$ cat config.mk
export PLATFORM = sky130hd
export DESIGN_NAME = alu_serial_tx
export DESIGN_NICKNAME = d
export VERILOG_FILES = /design/src/rtl/alu_serial_tx_pkg.sv /design/src/rtl/alu_tx_pkt_shifter.sv /design/src/rtl/alu_serial_tx.sv
export SDC_FILE = /design/constraint.sdc
export NUM_CORES = 1
export LEC_CHECK = 0
export ABC_AREA = 1
export BUFFER_PORTS_ARGS = -buffer_cell sky130_fd_sc_hd__buf_2
export CAP_MARGIN = 20
export CELL_PAD_IN_SITES_DETAIL_PLACEMENT = 1
export CELL_PAD_IN_SITES_GLOBAL_PLACEMENT = 1
export CORE_AREA = 2 2 103 205
export DETAILED_ROUTE_END_ITERATION = 7
export DIE_AREA = 0 0 105 207
export PLACE_DENSITY = 0.81
export SLEW_MARGIN = 0
export SYNTH_ARGS = -nofsm -noshare
export SYNTH_HDL_FRONTEND = slang
export SYNTH_HIERARCHICAL = 1
export SYNTH_SLANG_ARGS = --single-unit
$ cat constraint.sdc
create_clock -name clk -period 4.15 [get_ports clk]
set_clock_uncertainty 0.15 [all_clocks]
set_input_delay 0.415 -clock clk [delete_from_list [all_inputs] [get_ports clk]]
set_output_delay 0.415 -clock clk [all_outputs]
set_load 0.05 [all_outputs]
$ cat src/rtl/alu_serial_tx_pkg.sv
// ---------------------------------------------------------------------------
// alu_serial_tx_pkg
// Shared definitions for the ALU serial frame encoder: op codes, the fault
// injection enum, packet geometry, the CRC4 used in the control packet and
// the helper that lays a packet out in transmit order.
// ---------------------------------------------------------------------------
package alu_serial_tx_pkg;

  // ALU op codes carried unmodified in the control packet
  localparam logic [2:0] OP_AND = 3'b000;
  localparam logic [2:0] OP_OR  = 3'b001;
  localparam logic [2:0] OP_ADD = 3'b100;
  localparam logic [2:0] OP_SUB = 3'b101;

  // Fault injection modes; the reserved encoding 2'b11 is folded to INJ_NONE
  typedef enum logic [1:0] {
    INJ_NONE = 2'b00,
    INJ_CRC  = 2'b01,
    INJ_DROP = 2'b10
  } inj_t;

  localparam int PKT_BITS  = 11;
  localparam int DATA_PKTS = 8;

  // CRC4, polynomial x^4+x+1, init 0, MSB of the vector first
  function automatic bit [3:0] crc4(input bit [67:0] vec);
    bit [3:0] c;
    bit       fb;
    c = 4'b0000;
    for (int i = 67; i >= 0; i--) begin
      fb = c[3] ^ vec[i];
      c  = {c[2:0], 1'b0} ^ {2'b00, fb, fb};
    end
    return c;
  endfunction

  // Packet in transmit order: bit 0 goes on the wire first.
  // start 0, type, payload MSB..LSB, stop 1.
  function automatic logic [PKT_BITS-1:0] make_pkt(input logic       pkt_type,
                                                   input logic [7:0] payload);
    logic [PKT_BITS-1:0] w;
    w[0] = 1'b0;
    w[1] = pkt_type;
    for (int i = 0; i < 8; i++) begin
      w[2+i] = payload[7-i];
    end
    w[10] = 1'b1;
    return w;
  endfunction

endpackage

$ cat src/rtl/alu_tx_pkt_shifter.sv
// ---------------------------------------------------------------------------
// alu_tx_pkt_shifter
// Serialises one slot onto the line: either an 11-bit packet or a run of
// idle (high) bits used for the inter-packet and inter-frame gaps. Each bit
// is held for BIT_CYCLES clocks.
//   pkt_load_i   load a new slot this edge (legal when idle or on pkt_done_o)
//   pkt_word_i   slot bits, bit 0 sent first (all ones for an idle run)
//   pkt_nbits_i  slot length in bits (11 for a packet, N for a gap)
//   pkt_done_o   high during the final cycle of the slot
//   sin_o        registered serial line, idles high
// ---------------------------------------------------------------------------
module alu_tx_pkt_shifter
  import alu_serial_tx_pkg::*;
#(
  parameter int BIT_CYCLES = 1,
  parameter int CW         = 4
) (
  input  logic                clk,
  input  logic                rst,
  input  logic                pkt_load_i,
  input  logic [PKT_BITS-1:0] pkt_word_i,
  input  logic [CW-1:0]       pkt_nbits_i,
  output logic                pkt_done_o,
  output logic                sin_o
);

  logic                sin_q, sin_d;
  logic                act_q, act_d;
  logic [PKT_BITS-1:0] sh_q, sh_d;
  logic [CW-1:0]       rem_q, rem_d;
  logic [7:0]          cyc_q, cyc_d;
  logic                bit_end_s;

  assign bit_end_s  = (cyc_q == 8'(BIT_CYCLES - 1));
  assign pkt_done_o = act_q & bit_end_s & (rem_q == {CW{1'b0}});
  assign sin_o      = sin_q;

  // Next-state: load a slot, advance one bit per bit period, or idle high
  always_comb begin
    sin_d = sin_q;
    act_d = act_q;
    sh_d  = sh_q;
    rem_d = rem_q;
    cyc_d = cyc_q;
    if (pkt_load_i) begin
      sin_d = pkt_word_i[0];
      sh_d  = {1'b1, pkt_word_i[PKT_BITS-1:1]};
      rem_d = pkt_nbits_i - CW'(1'b1);
      cyc_d = 8'd0;
      act_d = 1'b1;
    end else if (act_q && bit_end_s) begin
      cyc_d = 8'd0;
      if (rem_q == {CW{1'b0}}) begin
        act_d = 1'b0;
        sin_d = 1'b1;
      end else begin
        // refill with ones so gap runs longer than 11 bits stay high
        sin_d = sh_q[0];
        sh_d  = {1'b1, sh_q[PKT_BITS-1:1]};
        rem_d = rem_q - CW'(1'b1);
      end
    end else if (act_q) begin
      cyc_d = cyc_q + 8'd1;
    end else begin
      sin_d = 1'b1;
    end
  end

  // State registers; reset forces the line high at once
  always_ff @(posedge clk or posedge rst) begin
    if (rst) begin
      sin_q <= 1'b1;
      act_q <= 1'b0;
      sh_q  <= {PKT_BITS{1'b1}};
      rem_q <= {CW{1'b0}};
      cyc_q <= 8'd0;
    end else begin
      sin_q <= sin_d;
      act_q <= act_d;
      sh_q  <= sh_d;
      rem_q <= rem_d;
      cyc_q <= cyc_d;
    end
  end

endmodule

$ cat src/rtl/alu_serial_tx.sv
// ---------------------------------------------------------------------------
// alu_serial_tx
// Frame encoder for the ALU serial input. Accepts one operation per
// valid/ready handshake and sends 8 data packets (B then A, MSB byte first)
// followed by a control packet {0, op, crc4}, with optional gaps.
//   clk, rst              clock, asynchronous active-high reset
//   req_valid/req_ready   request handshake (ready == FSM idle)
//   a_data, b_data        operands; op_code raw op field; inj fault mode
//   sin                   serial line, idles high
//   busy                  frame in progress including the frame gap
//   done                  one-cycle pulse as the FSM returns to idle
// ---------------------------------------------------------------------------
module alu_serial_tx
  import alu_serial_tx_pkg::*;
#(
  parameter int BIT_CYCLES = 1,
  parameter int PKT_GAP    = 0,
  parameter int FRAME_GAP  = 2
) (
  input  logic        clk,
  input  logic        rst,
  input  logic        req_valid,
  output logic        req_ready,
  input  logic [31:0] a_data,
  input  logic [31:0] b_data,
  input  logic [2:0]  op_code,
  input  logic [1:0]  inj,
  output logic        sin,
  output logic        busy,
  output logic        done
);

  // The shifter's bit counter also times the gaps, so it must span both.
  localparam int GAP_MAX  = (PKT_GAP > FRAME_GAP) ? PKT_GAP : FRAME_GAP;
  localparam int MAX_BITS = (GAP_MAX > PKT_BITS) ? GAP_MAX : PKT_BITS;
  localparam int CW       = $clog2(MAX_BITS + 1);

  localparam logic [2:0] ST_IDLE = 3'd0;
  localparam logic [2:0] ST_DATA = 3'd1;
  localparam logic [2:0] ST_PGAP = 3'd2;
  localparam logic [2:0] ST_CTL  = 3'd3;
  localparam logic [2:0] ST_FGAP = 3'd4;

  localparam logic [PKT_BITS-1:0] IDLE_WORD = {PKT_BITS{1'b1}};
  localparam logic [2:0]          LAST_PKT  = 3'(DATA_PKTS - 1);

  logic [2:0]  state_q, state_d;
  logic [2:0]  cnt_q, cnt_d;
  logic        start_q, start_d;
  logic        done_q, done_d;
  logic        busy_q;
  logic [31:0] a_q, a_d, b_q, b_d;
  logic [2:0]  op_q, op_d;
  inj_t        inj_q, inj_d;
  logic [3:0]  crc_q, crc_d;

  logic                load_s;
  logic [PKT_BITS-1:0] word_s;
  logic [CW-1:0]       nbits_s;
  logic                pkt_done_s;
  logic                last_s;
  logic [2:0]          cnt_inc_s;
  logic [63:0]         frame_s;
  logic [PKT_BITS-1:0] ctl_word_s;

  // Byte idx of the {B, A} frame, idx 0 = B[31:24]
  function automatic logic [7:0] pick_byte(input logic [63:0] frame, input logic [2:0] idx);
    logic [7:0] r;
    case (idx)
      3'd0:    r = frame[63:56];
      3'd1:    r = frame[55:48];
      3'd2:    r = frame[47:40];
      3'd3:    r = frame[39:32];
      3'd4:    r = frame[31:24];
      3'd5:    r = frame[23:16];
      3'd6:    r = frame[15:8];
      3'd7:    r = frame[7:0];
      default: r = 8'h00;
    endcase
    return r;
  endfunction

  assign frame_s    = {b_q, a_q};
  assign cnt_inc_s  = cnt_q + 3'd1;
  // drop mode ends the data phase one packet early, losing A[7:0]
  assign last_s     = (cnt_q == ((inj_q == INJ_DROP) ? (LAST_PKT - 3'd1) : LAST_PKT));
  assign ctl_word_s = make_pkt(1'b1, {1'b0, op_q,
                               (inj_q == INJ_CRC) ? (crc_q ^ 4'b1111) : crc_q});

  assign req_ready = (state_q == ST_IDLE);
  assign busy      = busy_q;
  assign done      = done_q;

  // Frame FSM: picks the next slot for the shifter as each one finishes
  always_comb begin
    state_d = state_q;
    cnt_d   = cnt_q;
    start_d = start_q;
    done_d  = 1'b0;
    a_d     = a_q;
    b_d     = b_q;
    op_d    = op_q;
    inj_d   = inj_q;
    crc_d   = crc_q;
    load_s  = 1'b0;
    word_s  = IDLE_WORD;
    nbits_s = CW'(PKT_BITS);
    case (state_q)
      ST_IDLE: begin
        if (req_valid) begin
          state_d = ST_DATA;
          cnt_d   = 3'd0;
          start_d = 1'b1;
          a_d     = a_data;
          b_d     = b_data;
          op_d    = op_code;
          crc_d   = crc4({b_data, a_data, 1'b1, op_code});
          case (inj)
            2'b01:   inj_d = INJ_CRC;
            2'b10:   inj_d = INJ_DROP;
            default: inj_d = INJ_NONE;
          endcase
        end else begin
          start_d = 1'b0;
        end
      end
      ST_DATA: begin
        if (start_q) begin
          // first packet goes out one edge after acceptance
          load_s  = 1'b1;
          word_s  = make_pkt(1'b0, pick_byte(frame_s, cnt_q));
          start_d = 1'b0;
        end else if (pkt_done_s) begin
          load_s = 1'b1;
          if (PKT_GAP > 0) begin
            state_d = ST_PGAP;
            nbits_s = CW'(PKT_GAP);
          end else if (last_s) begin
            state_d = ST_CTL;
            word_s  = ctl_word_s;
          end else begin
            cnt_d  = cnt_inc_s;
            word_s = make_pkt(1'b0, pick_byte(frame_s, cnt_inc_s));
          end
        end else begin
          load_s = 1'b0;
        end
      end
      ST_PGAP: begin
        if (pkt_done_s) begin
          load_s = 1'b1;
          if (last_s) begin
            state_d = ST_CTL;
            word_s  = ctl_word_s;
          end else begin
            state_d = ST_DATA;
            cnt_d   = cnt_inc_s;
            word_s  = make_pkt(1'b0, pick_byte(frame_s, cnt_inc_s));
          end
        end else begin
          load_s = 1'b0;
        end
      end
      ST_CTL: begin
        if (pkt_done_s) begin
          if (FRAME_GAP > 0) begin
            state_d = ST_FGAP;
            load_s  = 1'b1;
            nbits_s = CW'(FRAME_GAP);
          end else begin
            state_d = ST_IDLE;
            done_d  = 1'b1;
          end
        end else begin
          load_s = 1'b0;
        end
      end
      ST_FGAP: begin
        if (pkt_done_s) begin
          state_d = ST_IDLE;
          done_d  = 1'b1;
        end else begin
          done_d = 1'b0;
        end
      end
      default: begin
        state_d = ST_IDLE;
        cnt_d   = 3'd0;
        start_d = 1'b0;
      end
    endcase
  end

  // FSM, operand and status registers
  always_ff @(posedge clk or posedge rst) begin
    if (rst) begin
      state_q <= ST_IDLE;
      cnt_q   <= 3'd0;
      start_q <= 1'b0;
      done_q  <= 1'b0;
      busy_q  <= 1'b0;
      a_q     <= 32'h0000_0000;
      b_q     <= 32'h0000_0000;
      op_q    <= 3'b000;
      inj_q   <= INJ_NONE;
      crc_q   <= 4'b0000;
    end else begin
      state_q <= state_d;
      cnt_q   <= cnt_d;
      start_q <= start_d;
      done_q  <= done_d;
      busy_q  <= (state_d != ST_IDLE);
      a_q     <= a_d;
      b_q     <= b_d;
      op_q    <= op_d;
      inj_q   <= inj_d;
      crc_q   <= crc_d;
    end
  end

  alu_tx_pkt_shifter #(
    .BIT_CYCLES (BIT_CYCLES),
    .CW         (CW)
  ) u_shifter (
    .clk         (clk),
    .rst         (rst),
    .pkt_load_i  (load_s),
    .pkt_word_i  (word_s),
    .pkt_nbits_i (nbits_s),
    .pkt_done_o  (pkt_done_s),
    .sin_o       (sin)
  );

endmodule

==> results.txt, run 1 <==
The routed design could run at a clock period as short as 6270 ps. The instance area after placement was 9450 um^2; the die span in y was 207 um. The flow ran to the end, but the final reports show violations.

For this run, the post-layout net count is 1532. STA puts the critical path data arrival time at 6350 ps. The share of flip-flops with an asynchronous set or reset after synthesis is 1.00. The slowest stage of the critical path belongs to the cell sky130_fd_sc_hd__or2_1.

The run gives 9863 as the via count of the first global-routing pass. The internal reg-to-reg setup slack was 740 ps; the count of endpoints failing setup in the final report was 4. Timing would allow up to 0.159 GHz. At the pin with the least slew margin, the transition time is 950 ps. The area of the core region is 20200 um^2, and the residual antenna-violating net count after detailed routing is 0. The run gives 360 ps as the clock network latency to the later pin of the worst-skew pair. Worst reg2reg path startpoint: cnt_q[1]. Among all flip-flop cells after synthesis, the most frequent one is sky130_fd_sc_hd__dfrtp_1. The die covers 21700 um^2. The logs give 0.311 for the sequential element share of the synthesized area and 2543 for the count of filler cells inserted in the layout.

In this run the tool buffered the top-level ports with 75 buffer cells. The H-tree depth is 3, and the global-route wire length before repair is 47.7 mm. After global routing the overflow that remains totals 0. Tracing the worst setup path back leads to its startpoint at b_data[31]. Counting both buffers and inverters, the worst setup path holds a total of 10.

The clock net in this run drives a total of 106 sinks. The number of maximum-capacitance constraint violations is 0, and the share of cells above drive strength 1 is 0.388. The congestion estimate from routability-driven global placement came to 0.933. The run gives 22.4 mm as the final HPWL from detailed placement. Entering global routing, the biggest net connects 82 pins. The post-synthesis to final-layout area growth is 38.3%. The number of vias per cell after detailed routing came out at 5.64. The kind of end point of the critical path was a flop.

The clock-pin slew of the registers on the worst-case setup and hold paths works out to 70 ps. The TritonCTS buffer count was 9. In this run, distinct cell masters in the synthesized netlist total 46.

The critical path startpoint category was an input port. The post-synthesis register bit count was 106. The tools report the root cell of the clock tree as sky130_fd_sc_hd__clkbuf_16.

The utilization of the core after routing is 0.587, and the count of flip-flops with a built-in enable after synthesis is 0. The critical path runs through a total of 59 cells. The number of antenna violations at the first check in global routing is 0. The tools report the post-layout worst setup margin as -2120 ps. Of all nets on the critical path, the largest fanout is 5. For the count of yosys warnings during synthesis, the log shows 6. After detailed routing, the average wire length per cell comes to 20.3 um. For the combined global-route utilization of all metal layers, the log shows 0.268. TritonCTS built the clock tree. Max-slew violation total from the final report: 0. The total wirelength of the detailed-routed design is 35.0 mm. 0 antenna diodes ended up in the layout. The tightest min-delay check is of the input port to async pin type. The finished cells cover 11900 um^2.

The instance count of the mapped netlist came out at 1334. In the routed design, unresolved DRC markers number 0. The checks that failed: negative setup slack.

Pin placement for this block handled 76 I/O pins. The stage delay of the slowest cell on the critical path is 240 ps, and the total of hold buffers inserted after clock tree synthesis is 0. Summing over every cut layer, the via total after detailed routing is 9703. The tools report the count of final hold-check violations as 0. Among cell families on the critical path, the largest total delay comes from simple AND/OR/NAND/NOR gates. Adding up every negative setup slack in the final design gives -8330 ps. For this run, the detailed router's first-pass iteration total came to 5.

The kind of critical path was input port to flop. The fraction of the cycle the final worst path needs is 1.51. Counting cells, the worst reg-to-reg path comes to 13. The clock passes through at most 2 buffers. The starting density of the core is 0.425.

Dividing the synthesized area by the synthesized cell count gives 6.43 um^2. Setup slack at placement: -2150 ps. The floorplan step set the die width to 105 um. The logs give 0.366 for the worst relative slew slack and 8580 um^2 for the summed instance area of the synthesized netlist. The data required time of the critical path was 4230 ps.

Setup repair after global routing could not meet its margin everywhere. After the first detailed-routing iteration, the DRC count stood at 431. The site row count is 74.

Critical path's most frequent cell: sky130_fd_sc_hd__nand2_4.
flip-flops by register name, indices dropped and copies added, names as in the netlist:
register / count
a_q: 32
b_q: 32
busy: 1
cnt_q: 3
crc_q: 4
done: 1
inj_q: 2
op_q: 3
start_q: 1
state_q: 3
u_shifter/act_q: 1
u_shifter/cyc_q: 8
u_shifter/rem_q: 4
u_shifter/sh_q: 10
u_shifter/sin_o: 1
placed cells by master (no fill, tap or decap), types with 54 or more instances in the layout:
| master | count |
|---|---|
| sky130_fd_sc_hd__nand2_1 | 287 |
| sky130_fd_sc_hd__inv_1 | 164 |
| sky130_fd_sc_hd__nand2_4 | 123 |
| sky130_fd_sc_hd__nand2_2 | 119 |
| sky130_fd_sc_hd__o21ai_0 | 104 |
| sky130_fd_sc_hd__dfrtp_1 | 95 |
| sky130_fd_sc_hd__nand3_1 | 82 |
| sky130_fd_sc_hd__buf_2 | 68 |
| sky130_fd_sc_hd__nand3_2 | 57 |
| sky130_fd_sc_hd__buf_4 | 54 |
cells by family (layout without fill, tap and decap cells):
logic type,Yosys count,after routing,share of synthesized area
multiplexers,1,1,0.00117
XOR/XNOR,9,9,0.00919
flip-flops,106,106,0.311
adder cells (fa/ha/maj),11,11,0.0160
buffers and inverters,235,354,0.107
other,2,3,0.000876
AO/OA/AOI/OAI,187,187,0.129
AND/OR/NAND/NOR,783,783,0.426
cell type report:
cell class / instances / area (um^2) / area share
repair buffers: 130 / 848 / 0.0715
clock buffers: 11 / 233 / 0.0196
flip-flops and latches: 106 / 2670 / 0.225
clock inverters: 5 / 128 / 0.0108
multi-input cells: 994 / 6820 / 0.575
well taps: 266 / 333 / 0.0281
inverters: 208 / 827 / 0.0697
Yosys cell counts (2+ instances only):
library cell / number / share of area
sky130_fd_sc_hd__ha_1: 11 / 0.016
sky130_fd_sc_hd__nor2_2: 3 / 0.0022
sky130_fd_sc_hd__a21oi_1: 16 / 0.0093
sky130_fd_sc_hd__o31ai_1: 6 / 0.0053
sky130_fd_sc_hd__nand3b_1: 3 / 0.0026
sky130_fd_sc_hd__nand2_1: 436 / 0.19
sky130_fd_sc_hd__inv_1: 181 / 0.079
sky130_fd_sc_hd__nand4_1: 5 / 0.0036
sky130_fd_sc_hd__a2111oi_0: 4 / 0.0041
sky130_fd_sc_hd__a31oi_1: 4 / 0.0029
sky130_fd_sc_hd__a211oi_1: 2 / 0.0018
sky130_fd_sc_hd__xor2_1: 7 / 0.0071
sky130_fd_sc_hd__nor3_1: 3 / 0.0018
sky130_fd_sc_hd__nand2_2: 86 / 0.063
sky130_fd_sc_hd__nand3_4: 2 / 0.0041
sky130_fd_sc_hd__nand3_1: 167 / 0.097
sky130_fd_sc_hd__nand2_4: 14 / 0.018
sky130_fd_sc_hd__nor2_1: 42 / 0.018
sky130_fd_sc_hd__buf_1: 3 / 0.0013
sky130_fd_sc_hd__buf_2: 2 / 0.0012
sky130_fd_sc_hd__inv_2: 26 / 0.011
sky130_fd_sc_hd__o22ai_1: 19 / 0.014
sky130_fd_sc_hd__conb_1: 2 / 0.00088
sky130_fd_sc_hd__or2_2: 3 / 0.0022
sky130_fd_sc_hd__xnor2_1: 2 / 0.0020
sky130_fd_sc_hd__dfstp_2: 11 / 0.034
sky130_fd_sc_hd__o2111ai_1: 7 / 0.0071
sky130_fd_sc_hd__clkbuf_1: 16 / 0.0070
sky130_fd_sc_hd__nand3_2: 15 / 0.018
sky130_fd_sc_hd__buf_6: 4 / 0.0053
sky130_fd_sc_hd__o211ai_1: 6 / 0.0053
sky130_fd_sc_hd__dfrtp_1: 95 / 0.28
sky130_fd_sc_hd__a221oi_1: 13 / 0.013
sky130_fd_sc_hd__nor2_4: 2 / 0.0026
sky130_fd_sc_hd__o21ai_1: 2 / 0.0012
sky130_fd_sc_hd__o21ai_0: 104 / 0.061
per-stage QoR:
stage	hold slack (ps)	instances
final	69.5	1720
after global routing	129	1720
after CTS	90.3	1707
after detailed placement	308	1688
after global placement	301	1688
after floorplan	271	1335
metal layers:
metal  vias up  part of all wire  global-route usage
met3       111             0.024              0.0198
met2       251              0.56               0.508
met4         0             0.051               0.128
li1       4524                 -                   -
met5         -                 0                   0
met1      4817              0.37               0.295
final timing paths:
check / end
min in group clk: inj_q[1]
min reg2reg: u_shifter/sh_q[3]
max reg2reg: u_shifter/sh_q[5]
max: crc_q[3]
min: b_q[31]
max in group asynchronous: a_q[1]
repair_timing:
item,CTS,global route
setup buffers,3,13
resized for setup,148,310
endpoints found under the setup margin,4,4
endpoints found under the hold margin,0,0
pin swaps,43,122
Power of run 1 is not shown: default switching activity piles up to over one toggle a cycle in this logic, so the estimate is an artifact.
==> run 2: changes to the inputs <==
--- a/config.mk
+++ b/config.mk
@@ -13,6 +13,7 @@
 export CORE_AREA = 2 2 103 205
 export DETAILED_ROUTE_END_ITERATION = 7
 export DIE_AREA = 0 0 105 207
+export MAX_ROUTING_LAYER = met4
 export PLACE_DENSITY = 0.81
 export SLEW_MARGIN = 0
 export SYNTH_ARGS = -nofsm -noshare
==> constraint.sdc (replaced) <==
create_clock -name clk -period 6 [get_ports clk]
set_clock_uncertainty 0.15 [all_clocks]
set_input_delay 0.6 -clock clk [delete_from_list [all_inputs] [get_ports clk]]
set_output_delay 0.6 -clock clk [all_outputs]
set_load 0.05 [all_outputs]
==> run 2 against run 1 <==
Against the previous run:
- core utilization is 3.4 points lower
- final cell count is 2.3% lower
- via count is 4.7% lower
- clock-buffer cell count is 1 lower
- global-route usage is 1.4 points lower
- worst setup slack better by 1900 ps
- critical path depth is 4 higher
- die area stayed put
- hold slack better by 230 ps
- non-clock buffer count is 40 lower
- routed wire length is 13% lower
- first-iteration DRC count is 18% higher
- the flow still finishes with violations (negative setup slack)
- largest cell class unchanged
==> results.txt, run 2 (synthesis gave the netlist of run 1 again) <==
The fraction of the cycle the final worst path needs came out at 1.04. Setup repair after global routing could not meet its margin everywhere. The total global routing overflow was 0 (unchanged); the maximum buffer depth of the clock tree was 2 (unchanged). The antenna diode count was 0 (unchanged).

The post-synthesis to final-layout area growth was 30.4%. The run finished, with violations left. The logs give 74 (unchanged) for the site row count and 0 (unchanged) for the count of final hold-check violations. The largest fanout on the critical path came out at 5 (unchanged).

The initial detailed-routing violation count was 508 (+18%). Counting stages on the worst path, the most repeated cell is sky130_fd_sc_hd__nand2_4. The area of the die came out at 21700 um^2 (unchanged). The max-slew violation total from the final report came out at 0 (unchanged).

In this run the worst hold path is classified as input port to flop. The number of vias per cell after detailed routing works out to 5.50 (-2.4%). The largest registers in the layout are a_q x32, b_q x32, u_shifter/sh_q x10.

In this run the clock root is driven by a sky130_fd_sc_hd__clkbuf_16. The run gives 9262 (-6.1%) as the via count of the first global-routing pass. The placed instance count came out at 1654 (-2.0%).

The arrival time at the worst endpoint is 6320 ps (-30 ps). Combined global-route utilization of all metal layers: 0.254 (-0.0139). The number of search-and-repair iterations in the first detailed-routing pass is 5 (unchanged), and the share of cells above drive strength 1 is 0.364 (-0.0244). The total negative slack for setup checks is -774 ps (+7560 ps), and the number of primary I/O pins is 76 (unchanged).

For the net count reported at finish, the log shows 1492 (-2.6%). The top cell types in the final layout, fill and taps aside, are 300 x sky130_fd_sc_hd__nand2_1, 165 x sky130_fd_sc_hd__inv_1, 139 x sky130_fd_sc_hd__nand2_2. The measured slew at the worst slew-check pin came out at 1070 ps (+122 ps).

The critical path is of the input port to flop type. The area of the core region was 20200 um^2 (unchanged). For this run, the top clock speed supported by timing is 0.160 GHz. The final hold slack came out at 301 ps (+232 ps).

Sink count of the clock tree: 106 (unchanged). The most common library cell in the layout ignoring fill and taps was sky130_fd_sc_hd__nand2_1. The residual antenna-violating net count after detailed routing came out at 0 (unchanged). The die span in y was 207 um (unchanged). Kind of end point of the critical path: a flop. The run gives 0 (unchanged) as the number of maximum-capacitance constraint violations.

The TritonCTS buffer count was 9 (unchanged). The slowest stage cell on the critical path is sky130_fd_sc_hd__or2_1. The run gives 137 (+67%) as the pin count of the biggest net entering global routing. The checks that failed: negative setup slack.

The width of the chip was 105 um (unchanged); the clock network latency to the later pin of the worst-skew pair was 360 ps (about the same). The post-detailed-route wirelength per cell is 18.2 um (-11%), and the data required time of the critical path is 6080 ps (+1850 ps). The clock-pin slew of the registers on the worst-case setup and hold paths works out to 70 ps (about the same). The run gives -242 ps (+1880 ps) as the post-layout worst setup margin. The critical path startpoint category is an input port. The number of remaining DRC errors was 0 (unchanged). The total vias in the final route is 9247 (-4.7%). The final HPWL from detailed placement was 21.2 mm (-5.2%). TritonCTS built the clock tree. For the number of standard cells in the final layout excluding fillers, the log shows 1680 (-2.3%). The tools report the number of antenna violations at the first check in global routing as 0 (unchanged).

Final estimated routing congestion in global placement: 0.969 (+3.8%). The logs give 4 (unchanged) for the count of endpoints failing setup in the final report and 3 (unchanged) for the H-tree depth. The run gives 0.425 (unchanged) as the starting density of the core. The quantity of I/O buffers inserted on ports came out at 75 (unchanged).

The stage delay of the slowest cell on the critical path works out to 250 ps (about the same). The worst relative slew slack was 0.278 (-0.0874). The count of filler cells inserted in the layout was 2624 (+3.2%).

Subtracting the final worst setup slack from the clock period gives 6240 ps. The total wirelength of the detailed-routed design is 30.5 mm (-13%), and the global-route wire length before repair is 44.3 mm (-7.0%).
-- run 2: cell count changes in the layout (fill, tap and decap cells not counted), moves of 7 or more --
cell                      delta
sky130_fd_sc_hd__inv_2       +7
sky130_fd_sc_hd__nand2_1    +13
sky130_fd_sc_hd__nand2_2    +20
sky130_fd_sc_hd__buf_4      -41
sky130_fd_sc_hd__nand2_4    -27
-- run 2: cell type report --
cell class / instances / area, um^2 / area share
Clock buffer: 10 / 239 / 0.0214
Clock inverter: 6 / 47.5 / 0.00425
Inverter: 208 / 797 / 0.0713
Multi-Input combinational cell: 994 / 6550 / 0.586
Sequential cell: 106 / 2670 / 0.238
Tap cell: 266 / 333 / 0.0298
Timing Repair Buffer: 90 / 551 / 0.0492
-- run 2: repair_timing --
item,4_1_cts,5_1_grt
setup buffers,0,7
resized for setup,5,376
endpoints found under the hold margin,5,0
pin swaps,0,113
endpoints found under the setup margin,3,4
hold buffers,1,0
-- run 2: per-layer routing --
layer / track usage / part of all wire / up-vias
met1: 0.286 / 0.39 / 4563
met2: 0.457 / 0.55 / 169
met4: 0.112 / 0.042 / 0
met3: 0.0151 / 0.018 / 70
met5: - / 0 / -
li1: - / - / 4445
-- run 2: critical path, delay by kind of cell --
family                 cells  cell delay [ps]
AOI/OAI and AO/OA          1               70
buffers and inverters      8              620
and+or+nand+nor           54             5040
-- run 2: per-stage QoR --
| stage | instance area [um^2] | utilization | setup WS, ps |
|---|---|---|---|
| finish | 11200 | 0.554 | -242 |
| global route | 11200 | 0.554 | -656 |
| CTS | 9510 | 0.471 | 2.54 |
| detailed placement | 9200 | 0.456 | -450 |
| global placement | 9200 | 0.456 | -145 |
| floorplan | 8580 | - | 811 |
-- run 2: worst paths after layout --
kind | start | end | slack, ps | cells after the start
worst max-delay path | b_data[28] | crc_q[3] | -240 | 63
worst min-delay path | inj[0] | inj_q[1] | 300 | 2
worst max register to register | cnt_q[2] | u_shifter/sh_q[7] | 2150 | 14
worst min register to register | u_shifter/sh_q[0] | u_shifter/sh_q[0] | 320 | 2
max in group asynchronous | rst | u_shifter/rem_q[3] | 4220 | 3
min in group asynchronous | rst | b_q[28] | 510 | 3
Power of run 2 is left out for the same reason.
